File: config.mk
export PLATFORM = sky130hd
export DESIGN_NAME = const_div_serial
export DESIGN_NICKNAME = d
export VERILOG_FILES = /design/src/rtl/const_div_serial.sv
export SDC_FILE = /design/constraint.sdc
export NUM_CORES = 1
export LEC_CHECK = 0
export CORE_MARGIN = 8
export CORE_UTILIZATION = 56
export DETAILED_ROUTE_END_ITERATION = 7
export HOLD_SLACK_MARGIN = 0.03
export PLACE_DENSITY = 0.87
export REMOVE_ABC_BUFFERS = 1
export SYNTH_ARGS = -nofsm -noshare
export SYNTH_HDL_FRONTEND = slang
export SYNTH_SLANG_ARGS = --single-unit
File: constraint.sdc
create_clock -name clk -period 7.1 [get_ports clk]
set_input_delay 0.71 -clock clk [delete_from_list [all_inputs] [get_ports clk]]
set_output_delay 0.71 -clock clk [all_outputs]
set_load 0.02 [all_outputs]
File: src/rtl/const_div_serial.sv
// Digit-serial unsigned divider by a compile-time constant: CHUNK operand bits per clock,
// MSB chunk first, each step a {remainder, chunk} / DIVISOR table lookup.
module const_div_serial #(
  parameter int WIDTH   = 24,
  parameter int DIVISOR = 47,
  parameter int CHUNK   = 6
) (
  input  logic                         clk,
  input  logic                         rst_n,
  input  logic                         in_valid,
  output logic                         in_ready,
  input  logic [WIDTH-1:0]             in_x,
  output logic                         out_valid,
  input  logic                         out_ready,
  output logic [WIDTH-1:0]             out_q,
  output logic [$clog2(DIVISOR)-1:0]   out_r
);

  localparam int RW    = $clog2(DIVISOR);
  localparam int STEPS = WIDTH / CHUNK;
  localparam int CW    = (STEPS > 1) ? $clog2(STEPS) : 1;
  localparam int VW    = RW + CHUNK;
  localparam logic [VW-1:0] DIV_V = VW'(DIVISOR);

  if (((WIDTH % CHUNK) != 0) || (DIVISOR < 2) ||
      ((WIDTH < 31) && (DIVISOR >= (1 << WIDTH)))) begin : g_param_err
    $error("const_div_serial: illegal WIDTH/DIVISOR/CHUNK combination");
  end

  typedef enum logic [1:0] {
    S_IDLE = 2'd0,
    S_BUSY = 2'd1,
    S_DONE = 2'd2
  } state_t;

  state_t            r_state;
  state_t            w_state_nxt;
  logic [WIDTH-1:0]  r_x;
  logic [WIDTH-1:0]  r_acc;
  logic [RW-1:0]     r_rem;
  logic [CW-1:0]     r_cnt;
  logic [WIDTH-1:0]  r_q;
  logic [RW-1:0]     r_r;

  logic [VW-1:0]     w_v;
  logic [CHUNK-1:0]  w_q_chunk;
  logic [RW-1:0]     w_rem_nxt;
  logic [WIDTH-1:0]  w_acc_nxt;
  logic              w_last;

  // One division step; rem < DIVISOR keeps the quotient chunk within CHUNK bits.
  assign w_v       = {r_rem, r_x[WIDTH-1 -: CHUNK]};
  assign w_q_chunk = CHUNK'(w_v / DIV_V);
  assign w_rem_nxt = RW'(w_v % DIV_V);
  assign w_acc_nxt = (r_acc << CHUNK) | WIDTH'(w_q_chunk);
  assign w_last    = (r_cnt == CW'(STEPS - 1));

  always_ff @(posedge clk) begin
    if (!rst_n) begin
      r_state <= S_IDLE;
    end else begin
      r_state <= w_state_nxt;
    end
  end

  always_comb begin
    w_state_nxt = r_state;
    case (r_state)
      S_IDLE: begin
        if (in_valid) w_state_nxt = S_BUSY;
        else          w_state_nxt = S_IDLE;
      end
      S_BUSY: begin
        if (w_last) w_state_nxt = S_DONE;
        else        w_state_nxt = S_BUSY;
      end
      S_DONE: begin
        if (out_ready) w_state_nxt = S_IDLE;
        else           w_state_nxt = S_DONE;
      end
      default: w_state_nxt = S_IDLE;
    endcase
  end

  // Results are published only on the final step, so partial quotients never reach out_q.
  always_ff @(posedge clk) begin
    if (!rst_n) begin
      r_x   <= '0;
      r_acc <= '0;
      r_rem <= '0;
      r_cnt <= '0;
      r_q   <= '0;
      r_r   <= '0;
    end else begin
      case (r_state)
        S_IDLE: begin
          if (in_valid) begin
            r_x   <= in_x;
            r_rem <= '0;
            r_cnt <= '0;
          end
        end
        S_BUSY: begin
          r_x   <= r_x << CHUNK;
          r_rem <= w_rem_nxt;
          r_acc <= w_acc_nxt;
          r_cnt <= r_cnt + CW'(1);
          if (w_last) begin
            r_q <= w_acc_nxt;
            r_r <= w_rem_nxt;
          end
        end
        default: begin
        end
      endcase
    end
  end

  assign in_ready  = rst_n && (r_state == S_IDLE);
  assign out_valid = (r_state == S_DONE);
  assign out_q     = r_q;
  assign out_r     = r_r;

endmodule

# Word-level counts from Yosys, hierarchy flattened
# Cells that the tools add are included.
# word_totals
elab_cells,30
register_bits,82
# op_classes
n_eq_ne,4
addsub,1
bitwise,1
div_mod_pow,2
n_mux,10
n_reduce_logical,5
# ops
op,count
24-bit case mux with 2 select lines,1
24-bit two-way mux,1
24-bit by 6-bit bitwise OR with 24-bit output,1
"12-bit by 6-bit divider with 12-bit output, second input constant",1
"12-bit by 6-bit remainder unit with 12-bit output, second input constant",1
6-bit case mux with 2 select lines,1
2-bit two-way mux,3
6-bit two-way mux,1
2-bit case mux with 3 select lines,1
"2-bit equality test, second input constant",2
2-bit case mux with 2 select lines,1
2-bit AND reduction,2
"2-bit by 1-bit adder with 2-bit output, second input constant",1
"2-bit by 1-bit equality test with 1-bit output, second input constant",1
2-bit logical NOT,1
"2-bit != test, second input constant",1
2-bit nonzero test,1
1-bit logical AND,1
1-bit two-way mux,1

# Longest topological paths before layout
# Gate-level depths: netlist of the first run.
# depth
depth_word,3
mapped_depth,29
depth_no_buf,22

# Worst setup path before layout of the first run
# No wires, ideal clock.
# synth_timing
path_kind,register to register
startpoint,reg r_rem[5]
endpoint,"reg r_r[3], in the netlist out_r[3]"
synth_period_minus_slack_ps,5950
required_time_ps,6980
n_path_buf,5
arrival_time_ps,5830
setup_time_ps,120
path_slack_ps,1150
path_stages_with_launch,28
cell_sequence,dfxtp_1 -> buf_2 -> buf_2 -> nor3b_1 -> mux2i_2 -> a311oi_2 -> a21oi_2 -> a22oi_4 -> mux2_4 -> a2111oi_4 -> o311ai_1 -> or2_2 -> nor3b_2 -> ha_1 -> clkbuf_1 -> o21a_1 -> o31ai_4 -> and2_1 -> buf_4 -> buf_2 -> xnor2_1 -> ha_1 -> nand4_1 -> o22ai_4 -> o31a_2 -> a21oi_1 -> a41o_1 -> o31a_1
# synth_between
elab_chain_cells,1
# synth_rtl
item,line,source
"start, declared",40,logic [RW-1:0] r_rem;
"start signal, assigned",105,r_rem <= w_rem_nxt;
12-bit by 6-bit remainder unit with 12-bit output,54,assign w_rem_nxt = RW'(w_v % DIV_V);
"end signal, assigned",110,r_r <= w_rem_nxt;
"end, declared",43,logic [RW-1:0] r_r;
# Every way passes these cells.
# A chain may end at the register's enable or synchronous reset.

# Worst setup path after layout of the first run
# Same ends and word-level chain as after synthesis.

==> qor.yml, run 1 <==
fill_cells: 729
routabilityCongestion: 0.902
critPathLaunchType: "register"
rr_endpoint: "out_r[3]$_SDFFE_PN0P_"
clock.fmax_mhz: 151
hold-path-endpoint: "out_q[16]$_SDFFE_PN0P_"
worstPathArrival_ns: 6.89
cts_buffer_depth: 2
drc: 0
placed_area_sq_um: 5610
dr_total_vias: 4837
multiInputGateArea_sq_um: 3140
track_usage_pct: 20.2
area_growth_syn_to_layout_pct: 15.5
critPathMaxFanout: 19
hp-start: "out_q[16]$_SDFFE_PN0P_"
synth_area_per_cell_sq_um: 7.68
powerDensity_nw_per_um2: 408
cts-resized-gates: 0
avgRoutedWirePerCell_microns: 16.0
r2r.worst_path.cells: 23
worstMarginPinSlew_ns: 1.06
die-area_sq_um: 12300
fin_worst_skew_ns: 0.00721
r2r_slack_ns: 0.46
core_area_sq_um: 8720
ctsHoldBuffers: 0
slew-limit-headroom_pct: 28.9
yosys_most_used_dff: "dfxtp_1"
cts_root_buffer: "clkbuf_8"
grt_setup_unrepaired: "no"
crit-reg2reg-launch: "r_rem[5]$_SDFFE_PN0P_"
firstDrtPassIters: 5
layout_min_cycle_time_ns: 6.64
ioPinCount: 60
finalHoldViolCount: 0
ir_worst_vdd_mv: 0.249
synth_cells: 655
ys_types: 87
fp.dieW_microns: 111
drv_cap: 0
grt_pass1_vias: 4476
grt_pass1_wl_mm: 21.5
hpwl_mm: 9.24
fin_ws_ns: 0.461
clock-sinks: 82
fin_tns_setup_ns: 0
synth_area_sq_um: 5030
antenna_found_initial: 0
crit_path_end_kind: "register"
yosys_warnings: 0
diodes: 0
max_stage_delay_ns: 0.66
holdPathStages: 2
p_leak_nw: 1.91
async_flop_share_pct: 0
setup_viol: 0
synth_largest_area_cell: "dfxtp_1"
grt_max_degree: 80
die_h_microns: 111
final_cell_area_sq_um: 5810
drive_gt1_share_pct: 10.0
maxSlewViolCount: 0
pre_cts_ws_ns: 0.543
netlist.area_leader.share_pct: 32.6
cts_tree: "built"
synth_area_leaders: "dfxtp_1 33%, nand2_1 9.5%, a21oi_1 5.7%, nor2_1 5.1%, a311oi_1 2.4%"
drtAntennaViolNets: 0
wirelength_mm: 12.8
initial_core_util_pct: 57.7
ys_ff_latch: 82
finalCritPeriodShare_pct: 93.5
drtIter0Drc: 346
path_class: "register to register"
drt-vias-per-instance: 6.07
io_buffers: 59
clkLatencyLatePin_ns: 0.35
slowest_stage: "dfxtp_1"
numCtsBuffers: 9
path_cells: "nand2b_1 -> or3_1 -> a311oi_2 -> a21oi_2 -> a22oi_4 -> mux2_4 -> a2111oi_4 -> o311ai_1 -> or2_2 -> nor3b_2 -> ha_1 -> o21a_1 -> o31ai_4 -> and2_1 -> buf_4 -> xnor2_1 -> ha_1 -> nand4_1 -> o22ai_4 -> o31a_2 -> a21oi_1 -> a41o_1 -> o31a_1"
path_clk_slew_ns: 0.09
crit_path_frequent_cell: "ha_1"
worstPathRequired_ns: 7.35
ys_seq_area_share_pct: 32.6
outcome: "complete, no violations"
final_cell_mix: "127 x nand2_1, 82 x dfxtp_1, 68 x nor2_1"
cts_max_level: 3
overflow: 0
seq_area_sq_um: 1640
synth-edff-count: 0
finalNetCount: 715
hold_class: "register to register"
row_count: 34
postCtsSetupRepairBufs: 0
final_common_cell: "nand2_1"
[worst max-delay path by stage]
stage | from | endpoint | slack, ns | cells after the start
final | r_rem[5]$_SDFFE_PN0P_ | out_r[3]$_SDFFE_PN0P_ | 0.46 | 23
after global routing | r_rem[4]$_SDFFE_PN0P_ | r_rem[1]$_SDFFE_PN0P_ | 0.02 | 23
after CTS | r_rem[5]$_SDFFE_PN0P_ | out_r[3]$_SDFFE_PN0P_ | 0.51 | 23
after detailed placement | r_rem[5]$_SDFFE_PN0P_ | out_r[3]$_SDFFE_PN0P_ | 0.54 | 23
after global placement | r_rem[3]$_SDFFE_PN0P_ | out_r[3]$_SDFFE_PN0P_ | 0.78 | 23
after floorplan | r_rem[3]$_SDFFE_PN0P_ | out_r[3]$_SDFFE_PN0P_ | 0.98 | 22
[power by group]
| group | internal [mW] | switching, mW | leakage, nW |
|---|---|---|---|
| Sequential | 0.495 | 0.0730 | 0.667 |
| Clock | 0.165 | 0.180 | 0.0962 |
| Combinational | 0.557 | 0.902 | 1.15 |
[synth_stat cells (8+ instances only)]
master	number
clkbuf_1	31
nand3_1	23
o211ai_1	10
nor3_1	13
o21ai_0	19
dfxtp_1	82
buf_2	11
nand2_1	127
a311oi_1	14
inv_1	11
and3_1	9
nor2_1	68
o21a_1	8
a211oi_1	10
a21oi_1	57
[stage by stage]
stage	utilization (%)	hold WS (ns)	total power, mW	std cells
after floorplan	-	0.432	1.68	607
after global placement	64.3	0.439	1.98	781
after CTS	66.6	0.460	2.36	797
after detailed placement	64.3	0.447	2.02	781
after global routing	66.6	0.473	2.54	797
final	66.6	0.458	2.37	797
[registers in the layout (all words and copies together), names as in the netlist]
signal / flops
out_q: 24
out_r: 6
r_acc: 18
r_cnt: 2
r_rem: 6
r_state: 2
r_x: 24
[cell type report]
cell class | count | share of cell area, %
flip-flops and latches | 82 | 28.3
clock buffers | 9 | 2.13
inverters | 13 | 0.840
multi-input cells | 512 | 54.1
repair buffers | 66 | 11.1
clock inverters | 7 | 1.31
well taps | 108 | 2.33
[routing by layer]
layer | wire [microns] | track usage [%]
met4 | 227 | 5.68
met3 | 652 | 4.71
met2 | 6060 | 33.2
met5 | 0 | 0
met1 | 5830 | 25.7
[cells by family after synthesis]
| family | Yosys count | synth area share [%] |
|---|---|---|
| adders and majority gates | 4 | 0.945 |
| buffers and inverters | 61 | 4.97 |
| and+or+nand+nor | 291 | 26.4 |
| DFF | 82 | 32.6 |
| xor gates and xnor gates | 10 | 1.89 |
| AOI/OAI and AO/OA | 197 | 30.9 |
| muxes | 10 | 2.21 |
[critical path, delay by kind of cell (launching register included)]
family                   cells  cell delay, ns
multiplexers                 1            0.36
AND/OR/NAND/NOR              6            1.55
XOR/XNOR                     1            0.17
AO/OA/AOI/OAI               12            3.04
buffers and inverters        1            0.21
adder cells (fa/ha/maj)      2            0.52
flip-flops                   1            0.66
Note: power is estimated with default switching activity, not from simulation.
==> run 2: changes to the inputs <==
--- a/config.mk
+++ b/config.mk
@@ -11,6 +11,7 @@
 export HOLD_SLACK_MARGIN = 0.03
 export PLACE_DENSITY = 0.87
 export REMOVE_ABC_BUFFERS = 1
+export SLEW_MARGIN = 20
 export SYNTH_ARGS = -nofsm -noshare
 export SYNTH_HDL_FRONTEND = slang
 export SYNTH_SLANG_ARGS = --single-unit
==> results of run 2 <==
No change in the layout: final DEF, timing and power equal those of run 1.
